<file path="config.mk">
export PLATFORM = sky130hd
export DESIGN_NAME = frame_config_sequencer
export DESIGN_NICKNAME = d
export VERILOG_FILES = /design/src/rtl/frame_cfg_pkg.sv /design/src/rtl/frame_strobe_decoder.sv /design/src/rtl/frame_config_sequencer.sv
export SDC_FILE = /design/constraint.sdc
export NUM_CORES = 1
export LEC_CHECK = 0
export BUFFER_PORTS_ARGS = -buffer_cell sky130_fd_sc_hd__buf_2
export CAP_MARGIN = 10
export CORE_MARGIN = 2
export CORE_UTILIZATION = 57
export DETAILED_ROUTE_END_ITERATION = 6
export GPL_TIMING_DRIVEN = 1
export PLACE_DENSITY = 0.85
export REMOVE_ABC_BUFFERS = 1
export SYNTH_ARGS = -nofsm -noshare
export SYNTH_HDL_FRONTEND = slang
export SYNTH_SLANG_ARGS = --single-unit
</file>
<file path="constraint.sdc">
create_clock -name CLK -period 5.8 [get_ports CLK]
set_input_delay 0.87 -clock CLK [delete_from_list [all_inputs] [get_ports CLK]]
set_output_delay 0.87 -clock CLK [all_outputs]
set_load 0.02 [all_outputs]
</file>
<file path="src/rtl/frame_cfg_pkg.sv">
// ============================================================================
// Module  : frame_cfg_pkg
// Brief   : Shared opcodes, word width and FSM state type for the frame sequencer.
// Revision: 1.0  initial release
// ============================================================================
`default_nettype none

package frame_cfg_pkg;

    localparam int          CFG_WORD_W = 32;
    localparam logic [3:0]  OP_WRITE   = 4'h1;

    typedef enum logic [2:0] {
        ST_IDLE   = 3'd0,
        ST_LOAD   = 3'd1,
        ST_SETUP  = 3'd2,
        ST_STROBE = 3'd3,
        ST_HOLD   = 3'd4
    } state_t;

endpackage

`default_nettype wire

</file>
<file path="src/rtl/frame_strobe_decoder.sv">
// ============================================================================
// Module  : frame_strobe_decoder
// Brief   : Frame index to one-hot strobe select, with range check.
// Revision: 1.0  initial release
// ============================================================================
`default_nettype none

module frame_strobe_decoder #(
    parameter int MaxFramesPerCol = 20
) (
    input  logic [7:0]                 i_index,
    output logic [MaxFramesPerCol-1:0] o_oneHot,
    output logic                       o_inRange
);

    always_comb begin
        o_oneHot  = '0;
        o_inRange = (int'(i_index) < MaxFramesPerCol);
        // Indices beyond the column width match no bit, so out-of-range yields all-zero.
        for (int i = 0; i < MaxFramesPerCol; i++) begin
            o_oneHot[i] = (i_index == 8'(i));
        end
    end

endmodule

`default_nettype wire

</file>
<file path="src/rtl/frame_config_sequencer.sv">
// ============================================================================
// Module  : frame_config_sequencer
// Brief   : Assembles a column frame from a word stream and strobes it into latches.
// Revision: 1.0  initial release
// ============================================================================
`default_nettype none

module frame_config_sequencer
    import frame_cfg_pkg::*;
#(
    parameter int MaxFramesPerCol = 20,
    parameter int FrameBitsPerRow = 32,
    parameter int NumRows         = 9,
    parameter int StrobeCycles    = 2
) (
    input  logic                               CLK,
    input  logic                               resetn,
    input  logic [CFG_WORD_W-1:0]              s_data,
    input  logic                               s_valid,
    output logic                               s_ready,
    output logic [FrameBitsPerRow*NumRows-1:0] FrameData,
    output logic [MaxFramesPerCol-1:0]         FrameStrobe,
    output logic                               busy,
    output logic                               frame_done,
    output logic                               err_addr,
    input  logic                               err_clr
);

    localparam int c_ROW_W = (NumRows > 1) ? $clog2(NumRows) : 1;
    localparam int c_STR_W = $clog2(StrobeCycles + 1);
    localparam logic [c_ROW_W-1:0] c_ROW_LAST = c_ROW_W'(NumRows - 1);
    localparam logic [c_STR_W-1:0] c_STR_LAST = c_STR_W'(StrobeCycles - 1);

    state_t                       r_state;
    logic [c_ROW_W-1:0]           r_rowCnt;
    logic [c_STR_W-1:0]           r_strbCnt;
    logic [MaxFramesPerCol-1:0]   r_strobeSel;
    logic                         r_badIdx;

    logic [MaxFramesPerCol-1:0]   w_oneHot;
    logic                         w_inRange;
    logic                         w_xfer;
    logic                         w_writeCmd;
    logic                         w_cmdErr;

    frame_strobe_decoder #(
        .MaxFramesPerCol (MaxFramesPerCol)
    ) u_decoder (
        .i_index   (s_data[7:0]),
        .o_oneHot  (w_oneHot),
        .o_inRange (w_inRange)
    );

    assign w_xfer     = s_valid && s_ready;
    assign w_writeCmd = (r_state == ST_IDLE) && w_xfer && (s_data[31:28] == OP_WRITE);
    assign w_cmdErr   = w_writeCmd && !w_inRange;

    always_ff @(posedge CLK or negedge resetn) begin
        if (!resetn) begin
            r_state     <= ST_IDLE;
            r_rowCnt    <= '0;
            r_strbCnt   <= '0;
            r_strobeSel <= '0;
            r_badIdx    <= 1'b0;
            s_ready     <= 1'b0;
            FrameData   <= '0;
            FrameStrobe <= '0;
            busy        <= 1'b0;
            frame_done  <= 1'b0;
            err_addr    <= 1'b0;
        end else begin
            frame_done <= 1'b0;

            // A new range error takes priority over a simultaneous clear.
            if (w_cmdErr) begin
                err_addr <= 1'b1;
            end else if (err_clr) begin
                err_addr <= 1'b0;
            end

            case (r_state)
                ST_IDLE: begin
                    s_ready <= 1'b1;
                    busy    <= 1'b0;
                    if (w_writeCmd) begin
                        r_state     <= ST_LOAD;
                        r_rowCnt    <= '0;
                        r_badIdx    <= !w_inRange;
                        r_strobeSel <= w_oneHot;
                        busy        <= 1'b1;
                    end
                end

                ST_LOAD: begin
                    if (w_xfer) begin
                        for (int r = 0; r < NumRows; r++) begin
                            if (!r_badIdx && (r_rowCnt == c_ROW_W'(r))) begin
                                FrameData[r*FrameBitsPerRow +: FrameBitsPerRow] <= s_data;
                            end
                        end
                        if (r_rowCnt == c_ROW_LAST) begin
                            r_rowCnt <= '0;
                            if (r_badIdx) begin
                                r_state <= ST_IDLE;
                                busy    <= 1'b0;
                            end else begin
                                r_state <= ST_SETUP;
                                s_ready <= 1'b0;
                            end
                        end else begin
                            r_rowCnt <= r_rowCnt + 1'b1;
                        end
                    end
                end

                ST_SETUP: begin
                    r_state     <= ST_STROBE;
                    r_strbCnt   <= '0;
                    FrameStrobe <= r_strobeSel;
                end

                ST_STROBE: begin
                    if (r_strbCnt == c_STR_LAST) begin
                        r_state     <= ST_HOLD;
                        FrameStrobe <= '0;
                        frame_done  <= 1'b1;
                    end else begin
                        r_strbCnt <= r_strbCnt + 1'b1;
                    end
                end

                ST_HOLD: begin
                    r_state <= ST_IDLE;
                    s_ready <= 1'b1;
                    busy    <= 1'b0;
                end

                default: begin
                    r_state     <= ST_IDLE;
                    FrameStrobe <= '0;
                    s_ready     <= 1'b1;
                    busy        <= 1'b0;
                end
            endcase
        end
    end

endmodule

`default_nettype wire
</file>
---- After elaboration in Yosys (flattened, before gate mapping) ----
Cells that the tools add are included.
storage, ports and cells
  flip-flop bits (word level) ............. 342
  input port bits ......................... 36
  output and inout port bits .............. 312
  logic and storage cells ................. 130
operators by class
  reduce and logical (&&, ||, !) cells .... 39
  order comparisons ....................... 1
  bitwise operators ....................... 2
  mux-type cells .......................... 27
  add/subtract/negate cells ............... 2
  equal/unequal tests ..................... 40
operators by type and width
  cell                number
  $eq 8x4->1 const B  8
  $pmux 20 s3         1
  $eq 8x3->1 const B  4
  $eq 8x5->1 const B  4
  $reduce_and 3->1    10
  $mux 20             1
  $eq 4x3->1 const B  4
  $eq 8x2->1 const B  2
  $ne 2x2->1 const B  7
  $logic_and 1x1->1   13
  $mux 3              4
  $mux 4              3
  $pmux 3 s4          1
  $reduce_and 4->1    3
  $mux 1              11
  $eq 4x1->1 const B  2
  $eq 4x2->1 const B  2
  $eq 8x1->1 const B  1
  $logic_not 8->1     1
  $lt 8x5->1 const B  1
  $pmux 4 s2          1
  $eq 3x2->1 const B  2
  $reduce_and 2->1    3
  $reduce_bool 2->1   3
  other kinds (16)    19

---- Logic depth before layout (Yosys ltp) ----
  depth after elaboration ................. 5
  mapped depth ............................ 6
  gate-level depth less buffers ........... 6

---- By module ----
From an unflattened synthesis, not the netlist that was laid out.
second synthesis, totals
  cells, all modules ...................... 814
  area total of the unflattened synthesis .. 13309.0 sq um
by module, submodules not included
  module                  cells each  times used  area each (sq um)
  frame_config_sequencer  781         1           13041.3
  frame_strobe_decoder    33          1           267.8

---- Least setup slack after synthesis ----
OpenSTA, ideal clock, no wires.
  path kind ............................... input to register
  start point ............................. input s_valid
  end point ............................... register FrameData[10]
  data required time ...................... 5.675 ns
  arrival time ............................ 2.158 ns
  path buffers ............................ 1
  path slack .............................. 3.517 ns
  library setup time ...................... 0.125 ns
  stages on the path ...................... 4
  path through ............................ nand4bb_1 -> nor4b_2 -> buf_4 -> mux2_2
on the way
  longest elaborated chain between the ends .. 2
ends and longest elaborated chain
  item                               RTL line                      RTL
  start, declared                    frame_config_sequencer.sv:19  input logic s_valid,
  $logic_and 1x1->1                  frame_config_sequencer.sv:54  assign w_xfer = s_valid && s_ready;
  $reduce_and 3->1 (no source line)  n/a
  end signal, assigned by index      frame_config_sequencer.sv:98  FrameData[r*FrameBitsPerRow +: FrameBitsPerRow] <= s_data;
  end, declared                      frame_config_sequencer.sv:21  output logic [FrameBitsPerRow*NumRows-1:0] FrameData,
No other way between the ends.
A chain may end at the register's enable or synchronous reset.

---- Final worst setup path ----
  start point ............................. register r_rowCnt[3]
  end point ............................... register FrameData[46]
on the way
  longest elaborated chain between the ends .. 3
ends and longest elaborated chain
  item                               RTL line                       RTL
  start, declared                    frame_config_sequencer.sv:35   logic [c_ROW_W-1:0] r_rowCnt;
  start signal, assigned             frame_config_sequencer.sv:111  r_rowCnt <= r_rowCnt + 1'b1;
  $eq 4x1->1                         frame_config_sequencer.sv:97   if (!r_badIdx && (r_rowCnt == c_ROW_W'(r))) begin
  $logic_and 1x1->1                  frame_config_sequencer.sv:97
  $reduce_and 3->1 (no source line)  n/a
No other way between the ends.

==> results summary <==
In this run the standard cell core region covers between 20000 and 25000 sq um. The post-synthesis area per instance is 15.7 sq um. The detailed-route via count is 8467.

The final cycle utilization of the critical path is 0.499. The clock tree skew after final layout is roughly 14 ps. The per-cell routed wire length came out at 23.1 microns. After detailed routing, the number of vias per cell comes to ~5.7. The overall die area came out at 24100 sq um. The share of synthesized area in the top cell type comes to 0.655. After synthesis the netlist holds a flip-flop and latch count of between 300 and 400. The highest ir drop seen on vdd came out at 0.381 mV. The share of synthesized area spent on multiplexers is 0.249. For this run, the leading register cell type out of synthesis is dfrtp_1. The count of hold buffers inserted by post-cts repair is 0. The maximum number of pins on one net before global-route repair is around 130.

The proportion of synthesized chip area in sequential cells came out at 0.655. The floorplan row count is 55. Across all register-to-register paths, the minimum setup slack is ~2900 ps. The power share of the sequential group came out at 0.407. The hold slack is around 450 ps. TritonCTS built the clock tree. The data required time of the critical path came out at between 6000 and 7000 ps. The share of the synthesized area in compound gates (AO/OA/AOI/OAI) came out at 0.0340.

The combinational group share of total power came out at 0.345. Static timing analysis puts the maximum clock frequency at 345 MHz. The startpoint of the worst-slack reg-to-reg timing path is r_rowCnt[3]$_DFFE_PN0P_.

The number of cells produced by synthesis is about 830. The number of warnings printed during yosys synthesis is 0. For this run, the total global-route usage over all layers was measured as 0.284. Sorting the synthesized cells by area gives the leading types as dfrtp_1, mux2_2, a22o_1.

The cell area after synthesis is ~13000 sq um. The minimum clock period after layout is around 2900 ps. The number of antenna violations at the first check in global routing was 0. Of the total synthesized cell area, the portion taken by full adders, half adders and majority gates is 0.00479. The fraction of registers with async set or reset after synthesis is 1.00.

The power density relative to cell area came out at roughly 560 nW/um^2. The number of gates resized after cts came out at 0. The final-report hold violation count is 0. The width of the die is around 160 microns. Summed over all instances, the cell type with the most area after synthesis is dfrtp_1.

The number of I/O port buffers is roughly 350. For this run the aggregate overflow at the end of global routing stands at 0. The count of nets left with antenna violations after detail routing is 0.

Summed over all cells, the static leakage comes to slightly below 0.009 uW. The global-route wire length before repair is between 50000 and 60000 microns. The depth of the worst register-to-register path is 4. The sum of routed wire length over all layers came out at 34300 microns. The post-DP HPWL came out at 21900 microns. The placer's final routability congestion estimate is 0.805. The path class of the tightest hold or removal check is in -> async. The fraction of layout instances using a drive strength above 1 came out at 0.584. Setup violations remaining at the end of the flow were counted as 0.

The layout overhead on the synthesized area came out at 23.6%. The post-layout net count is around 1200. The main combinational cell family by area after synthesis is multiplexers. The type of origin of the critical path is a flop. The number of top-level design ports came out at between 300 and 400. The capture point of the worst reg-to-reg path is FrameData[46]$_DFFE_PN0P_. The TritonCTS buffer count is 35. The depth of the CTS H-tree is 2.

The number of detailed-route iterations in the first pass is 5. The number of DRC markers in iteration 0 is between 300 and 400. CTS placed an instance of clkbuf_16 at the clock tree root. The fraction of the mapped netlist area in simple logic gates came out at 0.0330. The number of max-cap violations came out at 0.

The number of synthesized flops with an enable pin is 0. After clock tree synthesis, the setup repair step added 0 buffers. The cell with the most instances after synthesis is dfrtp_1. The xor and xnor area share after synthesis is 0. The share of total power consumed by net switching came out at 0.361. The share of total power dissipated in the clock network is 0.248. The flow ran to the end, and the final reports show no timing, DRC or antenna violations. The floorplan die height is ~160 microns. The residual DRC count is 0. The filler cell count is around 1500.

The net switching component of the power came out at approximately 3200 uW. The clock passes through at most 3 buffers. The commonest cells after synthesis are dfrtp_1, mux2_2, nand2_1. The initial core utilization is 0.578. Setup repair after global routing left no endpoint under its margin. The count of non-filler cells in the finished layout came out at between 1000 and 1500. The data arrival at the endpoint of the critical path is 3280 ps. The transition time of the tightest slew-check pin is roughly 1100 ps. The number of cells in the design after placement is roughly 1400. The worst slew margin relative to its limit is 0.285. Adding up every negative setup slack in the final design gives 0 ps. The number of max-slew violations in the final report is 0.

The clock insertion delay at the later pin of the skew report came out at between 500 and 600 ps. The largest fanout on the critical path is 18. The clock transition at the register clock pins on the worst setup and hold paths after CTS came out at 60 ps. The number of distinct library cells after synthesis is 35. The internal power of the cells totals 5740 uW. The count of clock tree sinks is 342.

The number of global-route vias before repair is 8899. The critical path endpoint category is a flop. The total inserted antenna cells is 0.

The setup path with the least slack is of type reg -> reg.
[cell families after synthesis]
family                   count (synthesis)
buffers and inverters                   54
AO/OA/AOI/OAI                           57
adder cells (fa/ha/maj)                  5
flip-flops                             342
multiplexers                           289
AND/OR/NAND/NOR                         82
[metrics by stage]
stage	utilization	total power [uW]	worst slack, ps	cell area [sq um]
2_1_floorplan	-	5470	2210	12800
3_3_place_gp	0.663	6630	2680	15000
3_5_place_dp	0.663	6750	2630	15000
4_1_cts	0.714	9030	2910	16100
5_1_grt	0.715	9370	2770	16100
6_report	0.715	8990	2900	16100
[layout by cell type (no fill, tap or decap), types with 2 or more instances in the layout]
master / count
a21o_1: 3
a22o_1: 21
and3_1: 2
buf_2: 346
buf_4: 10
clkbuf_1: 14
clkbuf_16: 37
clkbuf_8: 10
dfrtp_1: 342
ha_1: 5
inv_1: 4
mux2_2: 288
nand2_1: 34
nand2_2: 4
nand2b_1: 5
nand3_1: 5
nand3b_1: 3
nand4_1: 4
nor2_1: 8
nor2b_1: 3
nor3_1: 5
nor4_1: 2
nor4b_4: 2
nor4bb_1: 2
o21ai_0: 6
o31ai_1: 17
o41ai_1: 5
[per-layer routing]
metal  part of all wire  track usage
met5                  0            0
met2               0.50        0.474
met1               0.38        0.347
met4              0.042        0.120
met3              0.077       0.0858
[state kept, by name, summed over array words and instances (netlist names)]
signal	flops
frame_done	1
FrameData	288
FrameStrobe	20
s_ready	1
r_strobeSel	20
err_addr	1
r_rowCnt	4
busy	1
r_badIdx	1
r_state	3
r_strbCnt	2
[worst max-delay path by stage]
stage	from	endpoint	cells past startpoint
6_report	r_rowCnt[3]$_DFFE_PN0P_	FrameData[46]$_DFFE_PN0P_	4
4_1_cts	r_rowCnt[3]$_DFFE_PN0P_	FrameData[46]$_DFFE_PN0P_	4
3_3_place_gp	s_valid	FrameData[148]$_DFFE_PN0P_	5
3_5_place_dp	s_valid	FrameData[139]$_DFFE_PN0P_	5
2_1_floorplan	s_valid	FrameData[0]$_DFFE_PN0P_	3
5_1_grt	r_rowCnt[3]$_DFFE_PN0P_	FrameData[45]$_DFFE_PN0P_	4
[area by class of cell]
cell class	count	area, sq um	area share
Inverter	4	15.0	0.000931
Clock inverter	2	35.0	0.00217
Multi-Input combinational cell	433	4210	0.261
Clock buffer	61	1120	0.0692
Sequential cell	342	8560	0.531
Tap cell	285	357	0.0221
Timing Repair Buffer	358	1840	0.114
[power by group through the flow]
| stage | logic [uW] | clock network [uW] | registers, uW |
|---|---|---|---|
| 5_1_grt | 3270 | 2360 | 3740 |
| 3_3_place_gp | 3030 | 0 | 3610 |
| 2_1_floorplan | 886 | 0 | 4590 |
| 6_report | 3100 | 2220 | 3660 |
| 4_1_cts | 3130 | 2250 | 3650 |
| 3_5_place_dp | 3100 | 0 | 3660 |
[worst max-delay path, cell delays in order (launching register included)]
cell	delay [ps]
dfrtp_1	510
nor4_1	450
nand4_1	900
buf_4	590
mux2_2	330
(Power assumes the default switching activity.)
